**config.mk**
```make
export PLATFORM = sky130hd
export DESIGN_NAME = ddr_rw_arbiter
export DESIGN_NICKNAME = d
export VERILOG_FILES = /design/src/rtl/ddr_rw_arbiter.sv
export SDC_FILE = /design/constraint.sdc
export NUM_CORES = 1
export LEC_CHECK = 0
export CORE_MARGIN = 4
export CORE_UTILIZATION = 39
export DETAILED_ROUTE_END_ITERATION = 10
export PLACE_DENSITY = 0.77
export SLEW_MARGIN = 30
export SYNTH_ARGS = -nofsm -noshare
export SYNTH_HDL_FRONTEND = slang
export SYNTH_SLANG_ARGS = --single-unit
```
**constraint.sdc**
```tcl
create_clock -name clk_100M -period 1.99 [get_ports clk_100M]
set_clock_uncertainty 0.15 [all_clocks]
set_input_delay 0.4975 -clock clk_100M [delete_from_list [all_inputs] [get_ports clk_100M]]
set_output_delay 0.4975 -clock clk_100M [all_outputs]
set_load 0.05 [all_outputs]
```
**src/rtl/ddr_rw_arbiter.sv**
```systemverilog
// ddr_rw_arbiter: grants one DDR burst at a time to the write or read AXI controller.
// Optional ARB_ROUND_ROBIN_EN: alternate grants on simultaneous requests (default: write priority).
module ddr_rw_arbiter #(
  parameter int unsigned ADDR_W  = 28,
  parameter int unsigned LEN_W   = 4,
  parameter int unsigned TMO_CYC = 255
) (
  input  logic              clk_100M,
  input  logic              rstn,
  input  logic              init_done,
  input  logic              wr_req,
  input  logic              rd_req,
  input  logic [ADDR_W-1:0] wr_addr,
  input  logic [ADDR_W-1:0] rd_addr,
  input  logic [LEN_W-1:0]  wr_len,
  input  logic [LEN_W-1:0]  rd_len,
  output logic              wr_done,
  output logic              rd_done,
  output logic              wr_err,
  output logic              rd_err,
  output logic              wc_req,
  output logic              rc_req,
  output logic [ADDR_W-1:0] wc_addr,
  output logic [LEN_W-1:0]  wc_len,
  output logic [ADDR_W-1:0] rc_addr,
  output logic [LEN_W-1:0]  rc_len,
  input  logic              wc_busy,
  input  logic              rc_busy,
  output logic              arb_busy
);

  localparam int unsigned CNT_W = $clog2(TMO_CYC + 1);

  typedef enum logic [4:0] {
    IDLE     = 5'b00001,
    WR_START = 5'b00010,
    WR_WAIT  = 5'b00100,
    RD_START = 5'b01000,
    RD_WAIT  = 5'b10000
  } state_t;

  state_t           state;
  logic [CNT_W-1:0] tmo_cnt;
  logic             any_req;
  logic             pick_wr;
  logic             tmo_hit;
  logic             grant;

  always_comb any_req = wr_req | rd_req;
  always_comb grant   = (state == IDLE) & init_done & any_req;
  // Abort on the TMO_CYC-th start cycle so the start request is seen exactly TMO_CYC cycles.
  always_comb tmo_hit = (tmo_cnt == CNT_W'(TMO_CYC - 1));

`ifdef ARB_ROUND_ROBIN_EN
  logic last_wr;

  always_comb pick_wr = wr_req & (~rd_req | ~last_wr);

  always_ff @(posedge clk_100M or negedge rstn) begin
    if (!rstn)      last_wr <= 1'b0;
    else if (grant) last_wr <= pick_wr;
  end
`else
  always_comb pick_wr = wr_req;
`endif

  always_ff @(posedge clk_100M or negedge rstn) begin
    if (!rstn) begin
      state    <= IDLE;
      tmo_cnt  <= '0;
      wc_req   <= 1'b0;
      rc_req   <= 1'b0;
      wc_addr  <= '0;
      wc_len   <= '0;
      rc_addr  <= '0;
      rc_len   <= '0;
      wr_done  <= 1'b0;
      rd_done  <= 1'b0;
      wr_err   <= 1'b0;
      rd_err   <= 1'b0;
      arb_busy <= 1'b0;
    end else begin
      wr_done <= 1'b0;
      rd_done <= 1'b0;
      wr_err  <= 1'b0;
      rd_err  <= 1'b0;
      case (state)
        IDLE: begin
          if (grant) begin
            tmo_cnt  <= '0;
            arb_busy <= 1'b1;
            if (pick_wr) begin
              state   <= WR_START;
              wc_req  <= 1'b1;
              wc_addr <= wr_addr;
              wc_len  <= wr_len;
            end else begin
              state   <= RD_START;
              rc_req  <= 1'b1;
              rc_addr <= rd_addr;
              rc_len  <= rd_len;
            end
          end
        end
        WR_START: begin
          if (wc_busy) begin
            wc_req <= 1'b0;
            state  <= WR_WAIT;
          end else if (tmo_hit) begin
            wc_req   <= 1'b0;
            wr_done  <= 1'b1;
            wr_err   <= 1'b1;
            arb_busy <= 1'b0;
            state    <= IDLE;
          end else if (tmo_cnt != CNT_W'(TMO_CYC)) begin
            tmo_cnt <= tmo_cnt + CNT_W'(1);
          end
        end
        WR_WAIT: begin
          if (!wc_busy) begin
            wr_done  <= 1'b1;
            arb_busy <= 1'b0;
            state    <= IDLE;
          end
        end
        RD_START: begin
          if (rc_busy) begin
            rc_req <= 1'b0;
            state  <= RD_WAIT;
          end else if (tmo_hit) begin
            rc_req   <= 1'b0;
            rd_done  <= 1'b1;
            rd_err   <= 1'b1;
            arb_busy <= 1'b0;
            state    <= IDLE;
          end else if (tmo_cnt != CNT_W'(TMO_CYC)) begin
            tmo_cnt <= tmo_cnt + CNT_W'(1);
          end
        end
        RD_WAIT: begin
          if (!rc_busy) begin
            rd_done  <= 1'b1;
            arb_busy <= 1'b0;
            state    <= IDLE;
          end
        end
        default: begin
          wc_req   <= 1'b0;
          rc_req   <= 1'b0;
          arb_busy <= 1'b0;
          state    <= IDLE;
        end
      endcase
    end
  end

endmodule

```
==> results of run 1 <==
## cells by family after synthesis
logic type      count (synthesis)  synth area share (%)
xor+xnor                        2                 0.480
mux                            65                  20.2
flops                          84                  57.6
fa+ha+maj                       2                 0.686
simple gates                   57                  9.29
buf+inv                        21                  3.36
compound gates                 37                  8.40
## how the worst max path moves through the flow
stage                        endpoint  slack, ps  cells after the start
after global placement     tmo_cnt[0]       -270                      6
after global routing       tmo_cnt[7]        -20                      6
final                       rc_len[0]         40                      6
after floorplan            tmo_cnt[0]        -50                      8
after CTS                 rc_addr[14]         30                      6
after detailed placement   tmo_cnt[2]       -310                      7
## routing by layer
metal  part of all wire (%)  wire, um  vias up  GRT usage [%]
met5                      0         0        -              0
met4                    1.5       138        0           5.62
met3                    6.9       640        8           4.14
met2                     51      4680      123           27.8
met1                     41      3810     1420           21.5
li1                       -         -     1325              -
## power breakdown
group	switching, W	internal [W]	leakage (nW)
Combinational	0.00375	0.00219	1.39
Sequential	0.000422	0.00245	1.03
Clock	0.000656	0.000589	0.0938
Total	0.00483	0.00523	2.51
## registers in the layout (all words and copies together), names as in the netlist
| signal | flops |
|---|---|
| wc_addr | 28 |
| rd_err | 1 |
| state | 5 |
| wr_done | 1 |
| wc_req | 1 |
| rd_done | 1 |
| tmo_cnt | 8 |
| wc_len | 4 |
| arb_busy | 1 |
| wr_err | 1 |
| rc_len | 4 |
| rc_addr | 28 |
| rc_req | 1 |
## cell type report
cell class	count	area, sq um	area share (%)
clock buffer	9	124	2.24
multi-input combinational	163	1470	26.5
tap	111	139	2.51
clock inverter	6	73.8	1.34
sequential	84	2110	38.1
timing repair buffer	180	1590	28.8
inverter	6	22.5	0.408
## metrics by stage
step	instance area, sq um	hold WS [ps]	worst slack (ps)	total power (W)
final	5530	360	36.8	0.0101
after global routing	5530	376	-15.4	0.0106
after CTS	5450	364	31.4	0.0100
after detailed placement	5230	303	-312	0.00874
after global placement	5230	296	-275	0.00861
after floorplan	3650	51.9	-50.4	0.00675
## what timing repair did
action	CTS	global route
hold buffers	1	0
gates resized for setup	1	11
cloned	0	1
buffers inserted	1	1
setup endpoints to repair	31	40
hold endpoints to repair	26	0
pin swaps	0	0
## critical path, stage by stage, from the launching register on
cell	delay [ps]
dfstp_2	560
and2b_1	170
buf_4	130
nand2_2	80
or2_4	290
clkbuf_16	190
mux2_2	270
## Yosys cell counts (2+ instances only)
cell type	n
nand2b_1	2
a31oi_1	2
nand3_1	11
buf_6	4
nor2_1	11
nand3b_1	3
nor4b_1	3
o311ai_0	2
a211oi_1	2
o31ai_1	7
a21oi_1	3
dfrtp_1	83
a32oi_1	2
and4_1	2
nand2_1	4
xnor2_1	2
mux2_2	64
a21boi_0	2
buf_2	10
o41ai_2	5
nor2b_1	3
ha_1	2
o21ai_0	4
inv_1	6
and3_1	2
and2_1	5
or2_1	3
==> flow_summary.ini, run 1 <==
[timing]
finalMaxSlewViolations = 0
tns_ps = 0
min_period_ps = 1950
hold_viol_final = 0
rsz0062_at_grt = yes
timing.fmax_mhz = 512
relSlewSlack_pct = 68.8
final.period_utilization_pct = 98.2
worst_slew_pin_slew_ps = 462
setup_viol = 0

[clock_tree]
clockRootBuffer = clkbuf_8
clk_pin_slew_ps = 90
cts_tree = done
cts_buffer_depth = 2
worst_skew_pair.late_latency_ps = 350
cts_buffers = 9
clock_sinks = 84
h-tree-depth = 3

[worst_setup_path]
arrival_ps = 2040
required_ps = 2070
rrSetupSlack_ps = 40
timing.rr.start = state[0]
start_kind = flip-flop
r2r-end = rc_len[0]
r2r_cells = 6
critPathLaunch = state[0]
endpoint_kind = flip-flop
critical_path_class = flip-flop to flip-flop
crit_fanout = 16

[detailed_routing]
routed_wirelength_um = 9270
wl_per_cell_um = 16.6
dr.pass1.iters = 4
viasPerCell = 5.14
drc_errors = 0
vias = 2876
drtIter0Drc = 165
ant_nets = 0

[grt]
grt_pass1_wl_um = 14800
grt.total_usage_pct = 16.8
grt_pass1_vias = 2978
grt_max_degree = 40
grt.overflow.total = 0
antenna_found_initial = 0

[min_path]
hold_end = wc_addr[18]
min_from = wc_addr[18]
min_path_type = flip-flop to flip-flop
hold_depth = 1

[synth]
synth.area.top_cells = dfrtp_1 57%, mux2_2 20%, o41ai_2 2.2%, nand3_1 1.5%, o31ai_1 1.4%
async_flop_share_pct = 100
syn_nets = 341
yosys.area.top_type = dfrtp_1
netlist.area_leader.share_pct = 56.9
synth_ff_type = dfrtp_1
ys_seq_area_share_pct = 57.6
synth_edf_count = 0
yosysUniqueCellTypes = 46
netlist_instances = 268
avgSynthCellArea_sq_um = 13.6
ys_ff_latch = 84
netlist_area_sq_um = 3650
yosysWarnings = 0

[floorplanning]
die_h_um = 105
start_util_pct = 39.7
num_rows = 35
die_area_sq_um = 11000
core_sq_um = 9200
die_x_um = 105
io_pins = 142

[power]
peakVddDrop_uv = 967
power.density_nw_per_um2 = 1820
power.leakage_nw = 2.51

[final_layout]
drive_above_1_share_pct = 47.3
fin_cells = 559
final_net_count = 517
layout_common_cells = 105 x buf_4, 80 x dfrtp_1, 69 x clkdlybuf4s50_1
area_growth_pct = 51.4
diodes = 0
layout_commonest_cell = buf_4
nFillCells = 757
postLayoutCoreUtil_pct = 60.1

[run]
maxCapViolations = 0

[placement]
gp_congestion = 0.863
dpl.cell_count = 540
io_buffers = 141
dpl.hpwl_um = 6790

[status]
status = completed
(Power assumes the default switching activity.)
==> inputs of run 2 (changes only) <==
--- a/config.mk
+++ b/config.mk
@@ -8,7 +8,9 @@
 export CORE_MARGIN = 4
 export CORE_UTILIZATION = 39
 export DETAILED_ROUTE_END_ITERATION = 10
+export GPL_ROUTABILITY_DRIVEN = 0
 export PLACE_DENSITY = 0.77
+export SKIP_LAST_GASP = 1
 export SLEW_MARGIN = 30
 export SYNTH_ARGS = -nofsm -noshare
 export SYNTH_HDL_FRONTEND = slang
==> flow_summary.ini, run 2 (synthesis results as in run 1) <==
[timing]
tns_ps = 0
hold_viol_final = 0
finalMaxSlewViolations = 0
min_period_ps = 1960
holdWs_ps = 8.44
setup_viol = 0
timing.fmax_mhz = 510
rsz0062_at_grt = yes
relSlewSlack_pct = 69.7
worst_slew_pin_slew_ps = 454
final.period_utilization_pct = 98.5

[worst_setup_path]
start_kind = flip-flop
arrival_ps = 2040
timing.rr.start = state[0]
critPathLaunch = state[0]
critical_path_class = flip-flop to flip-flop
endpoint_kind = flip-flop
r2r_cells = 6
r2r-end = rc_addr[16]
rrSetupSlack_ps = 30
required_ps = 2070
crit_fanout = 17
worstSetupEndpoint = rc_addr[16]

[detailed_routing]
wl_per_cell_um = 16.5
dr.pass1.iters = 4
routed_wirelength_um = 9230
viasPerCell = 5.07
vias = 2840
ant_nets = 0
drtIter0Drc = 139
drc_errors = 0

[clock_tree]
h-tree-depth = 3
cts_buffers = 9
cts_tree = done
holdBufCountCts = 0
worst_skew_pair.late_latency_ps = 340
clock_sinks = 84
cts_buffer_depth = 2
clk_pin_slew_ps = 80
clockRootBuffer = clkbuf_8

[final_layout]
area_growth_pct = 50.9
layout_commonest_cell = buf_4
diodes = 0
nFillCells = 732
drive_above_1_share_pct = 47.2
reg_top3 = rc_addr (28), wc_addr (28), tmo_cnt (8)
final_net_count = 518
layout_common_cells = 105 x buf_4, 81 x dfrtp_1, 69 x clkdlybuf4s50_1

[floorplanning]
start_util_pct = 39.7
core_sq_um = 9200
num_rows = 35
die_h_um = 105
die_area_sq_um = 11000
io_pins = 142
die_x_um = 105

[placement]
dpl.hpwl_um = 6540
io_buffers = 141

[status]
status = completed

[min_path]
min_path_type = primary input to asynchronous set/reset pin

[grt]
grt_pass1_vias = 2966
grt_max_degree = 85
antenna_found_initial = 0
grt.total_usage_pct = 15.9
grt_pass1_wl_um = 14200
grt.overflow.total = 0

[power]
power.density_nw_per_um2 = 1810
peakVddDrop_uv = 861
power.leakage_nw = 2.52

[run]
maxCapViolations = 0
-- run 2: cell count changes in the layout (fill, tap and decap cells not counted), moves of 2 or more --
cell,change
o31ai_1,+2
clkinv_2,+2
o31ai_2,-2
clkbuf_8,+2
buf_6,+2
-- run 2: layout make-up --
cell class                      instances  area [sq um]  share of cell area (%)
Clock buffer                           11           151                    2.75
Clock inverter                          4          25.0                   0.454
Inverter                                6          22.5                   0.409
Multi-Input combinational cell        163          1460                    26.5
Sequential cell                        84          2110                    38.2
Tap cell                              111           139                    2.52
Timing Repair Buffer                  181          1610                    29.2
-- run 2: repair_timing --
item                                   in CTS  in global routing
pin swaps                                   1                  5
setup buffers                               3                  1
gates cloned                                0                  2
resized for setup                           3                 10
endpoints found under the hold margin       0                  0
setup endpoints to repair                  35                 62
-- run 2: stage by stage --
stage               std cells  cell area (sq um)  total power (W)  util (%)  setup slack (ps)
detailed placement        539               5230          0.00874      56.8              -328
global route              560               5510           0.0104      59.9             -56.1
global placement          539               5230          0.00861      56.8              -271
finish                    560               5510          0.00996      59.9              29.9
CTS                       557               5430          0.00993      59.0              3.31
floorplan                 268               3650          0.00675         -             -50.4
-- run 2: worst max-delay path, stage by stage, from the launching register on --
cell and delay (ps):
dfstp_2 580, and2b_2 190, buf_4 120, nand2_2 80, or2_4 280, buf_12 170, mux2_2 280
-- run 2: routing by layer --
| layer | wire [um] | global-route usage [%] | up-vias |
|---|---|---|---|
| li1 | - | - | 1323 |
| met1 | 3710 | 19.3 | 1386 |
| met2 | 4720 | 26.8 | 112 |
| met3 | 649 | 4.57 | 19 |
| met4 | 148 | 6.00 | 0 |
| met5 | 0 | 0 | - |
-- run 2: how the worst min path moves through the flow --
stage,start,end
floorplan,rstn,arb_busy
global route,rstn,rc_addr[22]
finish,rstn,rc_addr[22]
CTS,rstn,rc_addr[22]
detailed placement,rc_addr[9],rc_addr[9]
global placement,rc_addr[17],rc_addr[17]
-- run 2: power by group --
part / internal, W / switching, W
combinational: 0.00224 / 0.00376
clock: 0.000511 / 0.000587
sequential: 0.00245 / 0.000416
==> inputs of run 3 (changes only) <==
--- a/config.mk
+++ b/config.mk
@@ -6,10 +6,12 @@
 export NUM_CORES = 1
 export LEC_CHECK = 0
 export CORE_MARGIN = 4
-export CORE_UTILIZATION = 39
+export CORE_UTILIZATION = 41
+export CTS_BUF_LIST = sky130_fd_sc_hd__clkbuf_8
+export CTS_CLUSTER_SIZE = 16
 export DETAILED_ROUTE_END_ITERATION = 10
 export GPL_ROUTABILITY_DRIVEN = 0
-export PLACE_DENSITY = 0.77
+export PLACE_DENSITY = 0.8
 export SKIP_LAST_GASP = 1
 export SLEW_MARGIN = 30
 export SYNTH_ARGS = -nofsm -noshare
==> flow_summary.ini, run 3 (synthesis results as in run 1) <==
[worst_setup_path]
critical_path_class = flip-flop to flip-flop
crit_fanout = 17
r2r_cells = 6
required_ps = 2090
start_kind = flip-flop
arrival_ps = 2090
endpoint_kind = flip-flop

[grt]
grt_max_degree = 45
grt.total_usage_pct = 16.7
grt_pass1_vias = 2857
antenna_found_initial = 0
grt.overflow.total = 0
grt_pass1_wl_um = 13700

[timing]
hold_viol_final = 0
min_period_ps = 1990
rsz0062_at_grt = yes
finalMaxSlewViolations = 0
relSlewSlack_pct = 73.8
holdWs_ps = 359
timing.fmax_mhz = 503
final.period_utilization_pct = 100
tns_ps = 0
setup_viol = 0
worst_slew_pin_slew_ps = 387

[status]
status = completed

[final_layout]
area_growth_pct = 50.9
final_net_count = 517
drive_above_1_share_pct = 46.1
reg_top3 = rc_addr (28), wc_addr (28), tmo_cnt (8)
fin_cells = 557
layout_commonest_cell = buf_4
nFillCells = 682
diodes = 0
layout_common_cells = 104 x buf_4, 83 x dfrtp_1, 69 x clkdlybuf4s50_1

[clock_tree]
worst_skew_pair.late_latency_ps = 360
cts_buffers = 9
clockRootBuffer = clkbuf_8
clk_pin_slew_ps = 80
h-tree-depth = 3
cts_buffer_depth = 2
cts_tree = done
clock_sinks = 84

[detailed_routing]
dr.pass1.iters = 4
routed_wirelength_um = 9100
drc_errors = 0
wl_per_cell_um = 16.3
viasPerCell = 5.03
ant_nets = 0
vias = 2799
drtIter0Drc = 113

[floorplanning]
start_util_pct = 42.1
num_rows = 34
core_sq_um = 8680
io_pins = 142
die_x_um = 102
die_h_um = 102
die_area_sq_um = 10500

[run]
maxCapViolations = 0

[power]
peakVddDrop_uv = 908
power.density_nw_per_um2 = 1810
power.leakage_nw = 2.53

[min_path]
min_path_type = flip-flop to flip-flop
hold_depth = 1

[placement]
io_buffers = 141
dpl.hpwl_um = 6700
dpl.cell_count = 536
## run 3: cell count changes in the layout (fill, tap and decap cells not counted), sizes merged
cell | previous run | this run
buf | 111 | 109
clkinv | 2 | 3
clkbuf | 12 | 10
inv | 6 | 8
bufinv | 0 | 1
dlygate4sd3 | 0 | 1
clkinvlp | 2 | 1
## run 3: critical path, cell delays in order, from the launching register on
cell	delay, ps
dfstp_2	580
and2b_2	200
buf_4	120
nand2_1	90
or2_4	290
buf_12	170
mux2_2	280
## run 3: power breakdown
| group | total [W] | switching, W | internal [W] |
|---|---|---|---|
| Clock | 0.00123 | 0.000640 | 0.000586 |
| Combinational | 0.00589 | 0.00372 | 0.00217 |
| Sequential | 0.00286 | 0.000412 | 0.00244 |
## run 3: worst paths after layout
check                       startpoint          end  slack (ps)
max in group asynchronous         rstn   wc_addr[1]         710
max                           state[0]    rc_len[0]         0.3
min                        rc_addr[19]  rc_addr[19]         360
max reg2reg                   state[0]    rc_len[0]         0.3
min reg2reg                rc_addr[19]  rc_addr[19]         360
min in group asynchronous         rstn  rc_addr[23]         420
## run 3: stage by stage
| stage | setup slack, ps | cell area, sq um | util [%] | total power (W) |
|---|---|---|---|---|
| floorplan | -50.4 | 3650 | - | 0.00675 |
| global placement | -267 | 5220 | 60.2 | 0.00859 |
| detailed placement | -355 | 5220 | 60.2 | 0.00872 |
| CTS | 6.01 | 5440 | 62.7 | 0.0100 |
| global route | -56.6 | 5510 | 63.5 | 0.0105 |
| finish | 0.312 | 5510 | 63.5 | 0.00997 |
## run 3: final cells by class
type                            instances  area, sq um  share of cell area (%)
Inverter                                6         22.5                   0.409
Timing Repair Buffer                  180         1600                    29.0
Sequential cell                        84         2100                    38.2
Tap cell                              108          135                    2.45
Multi-Input combinational cell        163         1450                    26.3
Clock inverter                          7         76.3                    1.39
Clock buffer                            9          124                    2.25
## run 3: timing repair
item / CTS / global route
buffers inserted: 1 / 1
endpoints found under the hold margin: 22 / 0
hold buffers: 1 / 0
endpoints found under the setup margin: 23 / 37
cloned: 0 / 2
gates resized for setup: 1 / 6
pin swaps: 0 / 1
## run 3: metal layers
layer  GRT usage [%]  share of wire (%)  vias up
met5               0                  0        -
met4            4.04               0.91        0
met3            5.73                8.5        9
met2            27.7                 51      106
met1            21.1                 40     1359
li1                -                  -     1325
